--- src/rtl/gng_romload_pkg.sv ---
// -----------------------------------------------------------------------------
// gng_romload_pkg
// Shared types and constants for the ROM download packer:
//   - state_t    : download controller states
//   - word_t     : one memory word {word address, data, byte enables}
//   - sig_byte() : expected ROM signature byte at byte addresses 0..3
// -----------------------------------------------------------------------------
package gng_romload_pkg;

    // Widest word address the 25-bit ioctl byte address can produce.
    localparam int WORD_ADDR_W = 24;

    localparam logic [1:0] BE_LO   = 2'b01;
    localparam logic [1:0] BE_HI   = 2'b10;
    localparam logic [1:0] BE_BOTH = 2'b11;

    typedef enum logic [1:0] {
        ST_IDLE  = 2'd0,
        ST_LOAD  = 2'd1,
        ST_FLUSH = 2'd2,
        ST_DONE  = 2'd3
    } state_t;

    typedef struct packed {
        logic [WORD_ADDR_W-1:0] addr;
        logic [15:0]            data;
        logic [1:0]             be;
    } word_t;

    // Signature 10 83 00 80 that unlocks the invulnerability option.
    function automatic logic [7:0] sig_byte(input logic [1:0] idx);
        case (idx)
            2'd0:    return 8'h10;
            2'd1:    return 8'h83;
            2'd2:    return 8'h00;
            default: return 8'h80;
        endcase
    endfunction

endpackage

--- src/rtl/gng_romload_packer_fifo.sv ---
// -----------------------------------------------------------------------------
// gng_word_fifo
// Synchronous word FIFO with full/empty flags. A push and a pop in the same
// cycle both succeed even when full. A push while full without a pop is
// dropped; the caller detects that from push & full & ~pop.
// DEPTH must be a power of two and at least 2 (pointers wrap naturally).
//
// Ports:
//   clk, rst_n        clock, synchronous active-low reset (pointers only)
//   push, push_word   write strobe and entry
//   pop               read strobe, ignored when empty
//   head              entry at the read pointer (valid when !empty)
//   full, empty       occupancy flags
// -----------------------------------------------------------------------------
module gng_word_fifo
    import gng_romload_pkg::*;
#(
    parameter int DEPTH = 4
) (
    input  logic  clk,
    input  logic  rst_n,
    input  logic  push,
    input  word_t push_word,
    input  logic  pop,
    output word_t head,
    output logic  full,
    output logic  empty
);

    localparam int               PTR_W    = $clog2(DEPTH);
    localparam logic [PTR_W:0]   FULL_CNT = (PTR_W + 1)'(DEPTH);

    word_t            mem [DEPTH];
    logic [PTR_W-1:0] wr_ptr;
    logic [PTR_W-1:0] rd_ptr;
    logic [PTR_W:0]   count;
    logic             do_push;
    logic             do_pop;

    assign empty   = (count == '0);
    assign full    = (count == FULL_CNT);
    assign do_pop  = pop & ~empty;
    assign do_push = push & (~full | do_pop);
    assign head    = mem[rd_ptr];

    always_ff @(posedge clk) begin
        if (!rst_n) begin
            wr_ptr <= '0;
            rd_ptr <= '0;
            count  <= '0;
        end else begin
            if (do_push) wr_ptr <= wr_ptr + 1'b1;
            if (do_pop)  rd_ptr <= rd_ptr + 1'b1;
            case ({do_push, do_pop})
                2'b10:   count <= count + 1'b1;
                2'b01:   count <= count - 1'b1;
                default: count <= count;
            endcase
        end
    end

    always_ff @(posedge clk) begin
        if (do_push) mem[wr_ptr] <= push_word;
    end

endmodule

--- src/rtl/gng_romload_packer.sv ---
// -----------------------------------------------------------------------------
// gng_romload_packer
// Packs the HPS ioctl byte download into 16-bit little-endian words, buffers
// them in a small FIFO and hands them to the ROM/SDRAM write port over a
// req/ack handshake. Also latches the 4-byte invulnerability signature and
// reports load completion, FIFO overflow and out-of-range addresses.
//
// Ports:
//   clk, rst_n            clock, synchronous active-low reset
//   ioctl_download        high for the whole download
//   ioctl_wr              one-cycle byte strobe
//   ioctl_addr[24:0]      byte address
//   ioctl_dout[7:0]       byte data
//   mem_req               word valid (head of FIFO)
//   mem_addr[ADDR_W-2:0]  word address
//   mem_data[15:0]        {odd byte, even byte}
//   mem_be[1:0]           bit0 even byte, bit1 odd byte
//   mem_ack               pop strobe, ignored while mem_req is low
//   load_done             download finished and everything drained
//   sig_match             bytes 0..3 matched the signature
//   overflow              sticky, a word was dropped
//   range_err             sticky, a byte address was >= 2^ADDR_W
// -----------------------------------------------------------------------------
module gng_romload_packer
    import gng_romload_pkg::*;
#(
    parameter int ADDR_W     = 19,
    parameter int FIFO_DEPTH = 4
) (
    input  logic              clk,
    input  logic              rst_n,
    input  logic              ioctl_download,
    input  logic              ioctl_wr,
    input  logic [24:0]       ioctl_addr,
    input  logic [7:0]        ioctl_dout,
    output logic              mem_req,
    output logic [ADDR_W-2:0] mem_addr,
    output logic [15:0]       mem_data,
    output logic [1:0]        mem_be,
    input  logic              mem_ack,
    output logic              load_done,
    output logic              sig_match,
    output logic              overflow,
    output logic              range_err
);

    function automatic word_t make_word(input logic [WORD_ADDR_W-1:0] a,
                                        input logic [15:0]            d,
                                        input logic [1:0]             be);
        word_t w;
        w.addr = a;
        w.data = d;
        w.be   = be;
        return w;
    endfunction

    state_t                 state_q;
    state_t                 state_d;
    logic                   dl_q;
    logic                   dl_rise;
    logic                   dl_fall;
    logic                   enter_load;
    logic                   flush_now;
    logic                   wr_ok;
    logic                   in_range;
    logic                   byte_ok;
    logic                   odd_byte;
    logic [WORD_ADDR_W-1:0] waddr;
    logic                   drained;

    logic                   pend_vld;
    logic [WORD_ADDR_W-1:0] pend_addr;
    logic [7:0]             pend_byte;
    logic                   pend_set;
    logic                   pend_clr;

    word_t                  c0;
    word_t                  c1;
    logic                   c0_vld;
    logic                   c1_vld;

    word_t                  skid_word;
    word_t                  skid_d;
    logic                   skid_vld;
    logic                   skid_vld_d;

    word_t                  word_d;
    logic                   vld_d;
    word_t                  word_p1;
    logic                   vld_p1;
    logic                   stage_drop;

    logic [3:0]             sig_flags;

    word_t                  fifo_head;
    logic                   fifo_full;
    logic                   fifo_empty;
    logic                   fifo_pop;

    assign dl_rise    = ioctl_download & ~dl_q;
    assign dl_fall    = ~ioctl_download & dl_q;
    assign enter_load = ((state_q == ST_IDLE) || (state_q == ST_DONE)) && dl_rise;
    assign flush_now  = (state_q == ST_LOAD) && dl_fall;
    assign wr_ok      = (state_q == ST_LOAD) && ioctl_wr && ioctl_download;
    assign in_range   = ((ioctl_addr >> ADDR_W) == '0);
    assign byte_ok    = wr_ok & in_range;
    assign odd_byte   = ioctl_addr[0];
    assign waddr      = ioctl_addr[24:1];
    assign drained    = fifo_empty & ~vld_p1 & ~skid_vld & ~pend_vld;

    always_comb begin
        state_d = state_q;
        case (state_q)
            ST_IDLE:  if (dl_rise) state_d = ST_LOAD;
            ST_LOAD:  if (dl_fall) state_d = ST_FLUSH;
            ST_FLUSH: if (drained) state_d = ST_DONE;
            ST_DONE:  if (dl_rise) state_d = ST_LOAD;
            default:  state_d = ST_IDLE;
        endcase
    end

    // Strobe stage: decide up to two word pushes (in order) for this byte.
    always_comb begin
        c0       = '0;
        c1       = '0;
        c0_vld   = 1'b0;
        c1_vld   = 1'b0;
        pend_set = 1'b0;
        pend_clr = 1'b0;
        if (byte_ok) begin
            if (!odd_byte) begin
                pend_set = 1'b1;
                if (pend_vld) begin
                    c0_vld = 1'b1;
                    c0     = make_word(pend_addr, {8'h00, pend_byte}, BE_LO);
                end
            end else if (pend_vld && (pend_addr == waddr)) begin
                pend_clr = 1'b1;
                c0_vld   = 1'b1;
                c0       = make_word(waddr, {ioctl_dout, pend_byte}, BE_BOTH);
            end else if (pend_vld) begin
                // Stale even half goes first; the odd byte follows via the skid.
                pend_clr = 1'b1;
                c0_vld   = 1'b1;
                c0       = make_word(pend_addr, {8'h00, pend_byte}, BE_LO);
                c1_vld   = 1'b1;
                c1       = make_word(waddr, {ioctl_dout, 8'h00}, BE_HI);
            end else begin
                c0_vld = 1'b1;
                c0     = make_word(waddr, {ioctl_dout, 8'h00}, BE_HI);
            end
        end else if (flush_now && pend_vld) begin
            pend_clr = 1'b1;
            c0_vld   = 1'b1;
            c0       = make_word(pend_addr, {8'h00, pend_byte}, BE_LO);
        end
    end

    // One push per cycle: an occupied skid entry is older than anything new.
    // A third word in one cycle has nowhere to go and counts as an overflow.
    always_comb begin
        vld_d      = c0_vld;
        word_d     = c0;
        skid_vld_d = c1_vld;
        skid_d     = c1;
        stage_drop = 1'b0;
        if (skid_vld) begin
            vld_d      = 1'b1;
            word_d     = skid_word;
            skid_vld_d = c0_vld;
            skid_d     = c0;
            stage_drop = c1_vld;
        end
    end

    always_ff @(posedge clk) begin
        if (!rst_n) begin
            state_q   <= ST_IDLE;
            dl_q      <= 1'b0;
            pend_vld  <= 1'b0;
            skid_vld  <= 1'b0;
            vld_p1    <= 1'b0;
            sig_flags <= '0;
            sig_match <= 1'b0;
            overflow  <= 1'b0;
            range_err <= 1'b0;
        end else begin
            state_q  <= state_d;
            dl_q     <= ioctl_download;
            vld_p1   <= vld_d;
            skid_vld <= skid_vld_d;
            if (pend_set)      pend_vld <= 1'b1;
            else if (pend_clr) pend_vld <= 1'b0;
            if (enter_load) begin
                sig_flags <= '0;
                sig_match <= 1'b0;
                overflow  <= 1'b0;
                range_err <= 1'b0;
            end else begin
                if (wr_ok && !in_range) range_err <= 1'b1;
                if (stage_drop || (vld_p1 && fifo_full && !fifo_pop)) overflow <= 1'b1;
                if (byte_ok && (ioctl_addr[24:2] == '0))
                    sig_flags[ioctl_addr[1:0]] <= (ioctl_dout == sig_byte(ioctl_addr[1:0]));
                sig_match <= &sig_flags;
            end
        end
    end

    // Push stage (_p1): words enter the FIFO the cycle after the strobe.
    always_ff @(posedge clk) begin
        if (pend_set) begin
            pend_addr <= waddr;
            pend_byte <= ioctl_dout;
        end
        word_p1   <= word_d;
        skid_word <= skid_d;
    end

    gng_word_fifo #(
        .DEPTH(FIFO_DEPTH)
    ) u_fifo (
        .clk      (clk),
        .rst_n    (rst_n),
        .push     (vld_p1),
        .push_word(word_p1),
        .pop      (fifo_pop),
        .head     (fifo_head),
        .full     (fifo_full),
        .empty    (fifo_empty)
    );

    // FIFO head is register storage; fields are forced to 0 while idle so
    // every output reads 0 out of reset.
    assign mem_req   = ~fifo_empty;
    assign fifo_pop  = mem_ack & mem_req;
    assign mem_addr  = mem_req ? fifo_head.addr[ADDR_W-2:0] : '0;
    assign mem_data  = mem_req ? fifo_head.data : '0;
    assign mem_be    = mem_req ? fifo_head.be : '0;
    assign load_done = (state_q == ST_DONE);

    generate
        if (ADDR_W - 1 < WORD_ADDR_W) begin : g_addr_sink
            logic unused_addr_hi;
            assign unused_addr_hi = ^fifo_head.addr[WORD_ADDR_W-1:ADDR_W-1];
        end
    endgenerate

endmodule

--- config.mk ---
export PLATFORM = sky130hd
export DESIGN_NAME = gng_romload_packer
export DESIGN_NICKNAME = d
export VERILOG_FILES = /design/src/rtl/gng_romload_pkg.sv /design/src/rtl/gng_romload_packer_fifo.sv /design/src/rtl/gng_romload_packer.sv
export SDC_FILE = /design/constraint.sdc
export NUM_CORES = 1
export LEC_CHECK = 0
export BUFFER_PORTS_ARGS = -buffer_cell sky130_fd_sc_hd__clkbuf_2
export CELL_PAD_IN_SITES_DETAIL_PLACEMENT = 0
export CELL_PAD_IN_SITES_GLOBAL_PLACEMENT = 1
export CORE_ASPECT_RATIO = 0.5
export CORE_MARGIN = 2
export CORE_UTILIZATION = 30
export DETAILED_ROUTE_END_ITERATION = 7
export GPL_TIMING_DRIVEN = 0
export PLACE_DENSITY_LB_ADDON = 0.1
export SETUP_SLACK_MARGIN = 0.5
export SYNTH_ARGS = -nofsm -noshare
export SYNTH_HDL_FRONTEND = slang
export SYNTH_SLANG_ARGS = --single-unit
export TNS_END_PERCENT = 1
--- constraint.sdc ---
create_clock -name clk -period 6.7 [get_ports clk]
set_input_delay 0.335 -clock clk [delete_from_list [all_inputs] [get_ports clk]]
set_output_delay 0.335 -clock clk [all_outputs]
set_load 0.03 [all_outputs]
-- Word level (Yosys, flattened, before mapping)
Memories as Yosys holds them, arrays and structs flattened. A register that Yosys moved wholly into a read port is not among the register bits.
Cells that the tools add are included.
- logic and storage cells: 132
- output and inout bits: 41
- memories: 1
- memory bits (read-only): 0
- flip-flop bits (word level): 136
- RAM bits: 168
- bits in latches: 0
- memory list (name ; words ; width ; rd ports ; clocked after Yosys merged registers in ; write ports ; line ; source):
    u_fifo.mem ; 4 ; 42 ; 1 ; 1 ; 1 ; gng_romload_packer_fifo.sv:33 ; word_t mem [DEPTH];
- multiplexer cells: 48
- equality and inequality tests: 13
- $lt $le $gt $ge: 2
- bitwise logic cells: 18
- add/sub/neg operators: 4
- shifts and indexed selects: 0
- multipliers: 0
- div/mod/pow operators: 0
- reductions and logical operators: 26
- operators by type and width (kind ; count):
    42-bit two-way mux ; 12
    25-bit zero test ; 1
    24-bit equality test ; 1
    8-bit two-way mux ; 3
    8-bit one-hot mux with 3 select lines ; 1
    23-bit zero test ; 1
    1-bit two-way mux ; 20
    18-bit two-way mux ; 1
    16-bit two-way mux ; 1
    2-bit two-way mux ; 6
    1-bit logical AND ; 11
    1-bit AND ; 9
    2-bit equality test (second input constant) ; 4
    8-bit equality test ; 1
    1-bit NOT ; 8
    2-bit by 1-bit equality test with 1-bit output (second input constant) ; 3
    2-bit one-hot mux with 3 select lines ; 1
    3-bit one-hot mux with 2 select lines ; 1
    2-bit by 1-bit adder with 2-bit output (second input constant) ; 2
    4-bit bitwise mux ; 1
    2-bit zero test ; 2
    2-bit inequality test (second input constant) ; 2
    4-bit AND reduction ; 1
    2-bit nonzero test ; 2
    other kinds (13) ; 16

-- Logic depth before layout (Yosys ltp)
- word-level depth: 10
- gate-level depth with buffers: 11
- depth with buffers taken out: 9

-- Modules after synthesis
A second synthesis with hierarchy kept.
- cell total of the unflattened synthesis: 690
- area, all modules: 11559.8 um^2
- modules (own cells, without submodules) (module ; area an instance (um^2) ; seq. area each (um^2) ; cells an instance ; instances):
    gng_word_fifo ; 6592.6 ; 5225.0 ; 280 ; 1
    gng_romload_packer ; 4967.3 ; 2902.8 ; 410 ; 1

-- Least setup slack after synthesis
OpenSTA, ideal clock, no wires.
- path type: input -> register
- start: input port ioctl_addr[19]
- end: register pend_addr[0] (enable)
- stages: 3
- data arrival time: 3059 ps
- slack: 3180 ps
- data required time: 6239 ps
- path buffers: 0
- path through: nor4_4 -> nand2_1 -> nor3_1
- cells in the longest elaborated chain, start to end: 3
- ends and longest elaborated chain (item ; line ; source):
    from (decl) ; gng_romload_packer.sv:34 ; input logic [24:0] ioctl_addr,
    25-bit zero test ; gng_romload_packer.sv:105 ; assign in_range = ((ioctl_addr >> ADDR_W) == '0);
    1-bit AND ; gng_romload_packer.sv:106 ; assign byte_ok = wr_ok & in_range;
    1-bit two-way mux ; gng_romload_packer.sv:130 ; if (byte_ok) begin
    named net pend_set ; gng_romload_packer.sv:74 ; logic pend_set;
    to (signal assigned) ; gng_romload_packer.sv:212 ; pend_addr <= waddr;
    to (decl) ; gng_romload_packer.sv:72 ; logic [WORD_ADDR_W-1:0] pend_addr;
The timed path passes the listed nets, and every way through them passes these cells.
A chain may end at the register's enable or synchronous reset.

==> impl_metrics.env <==
export IMPL_critical_path_top_delay_family="buffers and inverters"
export IMPL_async_reset_ff_share_pct=0
export IMPL_grt_pass1_vias=5758
export IMPL_worstSkewPairLatency_ps=550
export IMPL_grt_busiest_layer="met2"
export IMPL_fin_worst_skew_ps=16.8
export IMPL_clk_path_buf_depth=3
export IMPL_fp_dieH_microns=135
export IMPL_grt_max_degree=29
export IMPL_switching_power_mw=0.685
export IMPL_cp_max_fo=10
export IMPL_cp_arrival_ps=2800
export IMPL_hold_path_depth=1
export IMPL_drt_iter0_markers=325
export IMPL_rsz0062_at_grt="false"
export IMPL_cts_max_level=1
export IMPL_avgSynthCellArea_sq_um=16.3
export IMPL_syn_to_final_growth_pct=19.3
export IMPL_grt_use_met2_pct=20.5
export IMPL_worst_ep_required_time_ps=6360
export IMPL_p_per_area_nw_per_um2=272
export IMPL_syn_inst=634
export IMPL_startpoint_type="flop"
export IMPL_cts_tree="yes"
export IMPL_p_clk_share_pct=44.8
export IMPL_fin_tns_setup_ps=0
export IMPL_layout_commonest_cell="edfxtp_1"
export IMPL_synth_top_area_share_pct=51.1
export IMPL_crit_path_max_incr_delay_ps=550
export IMPL_grt_first_pass_wirelength_microns=35800
export IMPL_synth_distinct_cells=54
export IMPL_synth_mux_area_share_pct=8.13
export IMPL_synth_edff_count=176
export IMPL_reg2reg_depth=7
export IMPL_status="finished, final reports clean"
export IMPL_fin_crit_ps=3130
export IMPL_fin_nets=799
export IMPL_netlist_area_sq_um=10300
export IMPL_clkTransAtPathRegs_ps=60
export IMPL_synth_compound_area_share_pct=7.06
export IMPL_dp_slack_ps=4000
export IMPL_drt_pass1_iterations=4
export IMPL_seq_area_frac_synth_pct=69.3
export IMPL_ys_warn_count=0
export IMPL_initial_core_util_pct=30.2
export IMPL_ys_seq_elements=270
export IMPL_grt_use_met3_pct=2.56
export IMPL_synth_top_area_cell="edfxtp_1"
export IMPL_overflow=0
export IMPL_comb_power_share_pct=2.6
export IMPL_core_area_sq_um=34200
export IMPL_fmax_mhz=319
export IMPL_fp_dieW_microns=267
export IMPL_fp_row_count=48
export IMPL_routedWlPerCell_microns=19.2
export IMPL_finalPower_mw=3.36
export IMPL_synth_xor_area_share_pct=2.70
export IMPL_path_class="reg -> out"
export IMPL_grt_use_total_pct=13.3
export IMPL_postCtsSetupBuffers=0
export IMPL_die_area_sq_um=36100
export IMPL_io_buffers=78
export IMPL_crit_chain="clkbuf_1, buf_2, mux4_2, and2_1, clkbuf_2"
export IMPL_hold_path_class="in -> reg"
export IMPL_switching_share_pct=20.4
export IMPL_viasPerCell=4.53
export IMPL_layout_common_cells="edfxtp_1, dfxtp_1, clkbuf_2"
export IMPL_endpoint_kind="output pin"
export IMPL_grt_use_met1_pct=19.3
export IMPL_slew_headroom_pct=37.2
export IMPL_finalMaxSlewViolations=0
export IMPL_yosys_area_share_simple_pct=9.51
export IMPL_cts_sinks=270
export IMPL_ant_nets=0
export IMPL_diodes=0
export IMPL_clock_tree_root_cell="clkbuf_16"
export IMPL_synth_area_leaders="edfxtp_1, dfxtp_1, mux4_2"
export IMPL_drc=0
export IMPL_final_core_util_pct=36.0
export IMPL_power_share_sequential_pct=52.6
export IMPL_drv_cap=0
export IMPL_cp_depth=5
export IMPL_drive_gt1_share_pct=27.4
export IMPL_place_gp_congestion=0.708
export IMPL_synth_top_family_by_area="simple AND/OR/NAND/NOR gates"
export IMPL_finalHoldViolations=0
export IMPL_setup_viol=0
export IMPL_leakagePower_nw=4.02
export IMPL_worst_pin_slew_ps=935
export IMPL_finalWirelength_microns=23400
export IMPL_num_vias=5536
export IMPL_ios=79
export IMPL_cp_num_buf_inv=3
export IMPL_power_internal_mw=2.67
export IMPL_synth_fa_ha_area_share_pct=1.16
export IMPL_hpwlAfterDp_microns=15900
export IMPL_cts_buffers=27
export IMPL_fin_ws_ps=3570
export IMPL_cp_slowest_cell="mux4_2"
export IMPL_irDropWorstVdd_uv=171
export IMPL_yosys_most_used_dff="edfxtp_1"
export IMPL_antenna_found_initial=1
export IMPL_post_route_period_util_pct=46.7
export IMPL_syn_nets=681
[power groups by stage]
| stage | clock network [mW] | registers (mW) | logic, mW |
|---|---|---|---|
| after global placement | 0 | 1.80 | 0.0887 |
| final | 1.50 | 1.77 | 0.0876 |
| after global routing | 1.62 | 1.77 | 0.0990 |
| after floorplan | 0 | 1.80 | 0.0479 |
| after CTS | 1.56 | 1.77 | 0.0900 |
| after detailed placement | 0 | 1.80 | 0.0886 |
[layout make-up]
type | instances | area (sq um)
inverters | 11 | 41.3
well taps | 450 | 563
clock inverters | 8 | 96.3
multi-input cells | 321 | 2960
repair buffers | 89 | 546
clock buffers | 42 | 782
fillers | 3274 | 21900
plain buffers | 32 | 181
flip-flops and latches | 270 | 7170
[worst reg2reg max path: cells and delay by family, from the launching register on]
family          cells  cell delay, ps
compound gates      2             410
flops               1             500
simple gates        3            1130
xor+xnor            1             240
buf+inv             1             250
[cells by family (layout without fill, tap and decap cells)]
logic type | count (synthesis) | count (layout)
simple gates | 159 | 159
xor+xnor | 31 | 31
fa+ha+maj | 9 | 9
compound gates | 83 | 83
mux | 39 | 39
flops | 270 | 270
buf+inv | 43 | 182
[sequential cells by signal, summed over array words and instances, names as in the netlist, named ones only]
name / cells
u_fifo.mem: 144
skid_word: 36
word_p1: 36
pend_addr: 24
pend_byte: 8
sig_flags: 4
u_fifo.count: 3
state_q: 2
u_fifo.rd_ptr: 2
u_fifo.wr_ptr: 2
dl_q: 1
overflow: 1
pend_vld: 1
range_err: 1
sig_match: 1
skid_vld: 1
vld_p1: 1
[routing by layer]
| metal | wire (microns) | up-vias |
|---|---|---|
| li1 | - | 2655 |
| met1 | 11800 | 2774 |
| met2 | 10400 | 69 |
| met3 | 816 | 38 |
| met4 | 419 | 0 |
| met5 | 0 | - |
[repair_timing]
item,in CTS,in global routing
hold buffers,3,0
resized for setup,0,0
hold endpoints to repair,3,0
setup endpoints to repair,0,0
[cells in the mapped netlist, drive strengths merged, types with 3 or more instances]
| library cell | number |
|---|---|
| a21boi | 4 |
| a21o | 3 |
| a21oi | 8 |
| a221o | 18 |
| a22o | 34 |
| and2 | 82 |
| and3 | 4 |
| buf | 16 |
| clkbuf | 16 |
| dfxtp | 94 |
| edfxtp | 176 |
| ha | 8 |
| inv | 11 |
| mux2i | 3 |
| mux4 | 36 |
| nand2 | 19 |
| nand3 | 7 |
| nand4 | 7 |
| nor2 | 12 |
| nor2b | 7 |
| nor3 | 4 |
| nor4 | 7 |
| o21ai | 7 |
| or3 | 4 |
| xnor2 | 28 |
| xor2 | 3 |
[stage by stage]
stage          instances  hold slack, ps  instance area (sq um)
2_1_floorplan        634             407                  10300
3_3_place_gp        1162             412                  11300
3_5_place_dp        1170             415                  11400
4_1_cts             1223            5.51                  12300
5_1_grt             1223            11.3                  12300
6_report            1223            25.6                  12300
[worst paths after layout]
| check | from | end | slack, ps |
|---|---|---|---|
| min | ioctl_dout[6] | pend_byte[6] | 30 |
| max | flop | mem_data[9] | 3570 |
| min reg2reg | skid_word[1] | word_p1[1] | 420 |
| max reg2reg | pend_addr[0] | word_p1[27] | 4110 |
(Power assumes the default switching activity.)
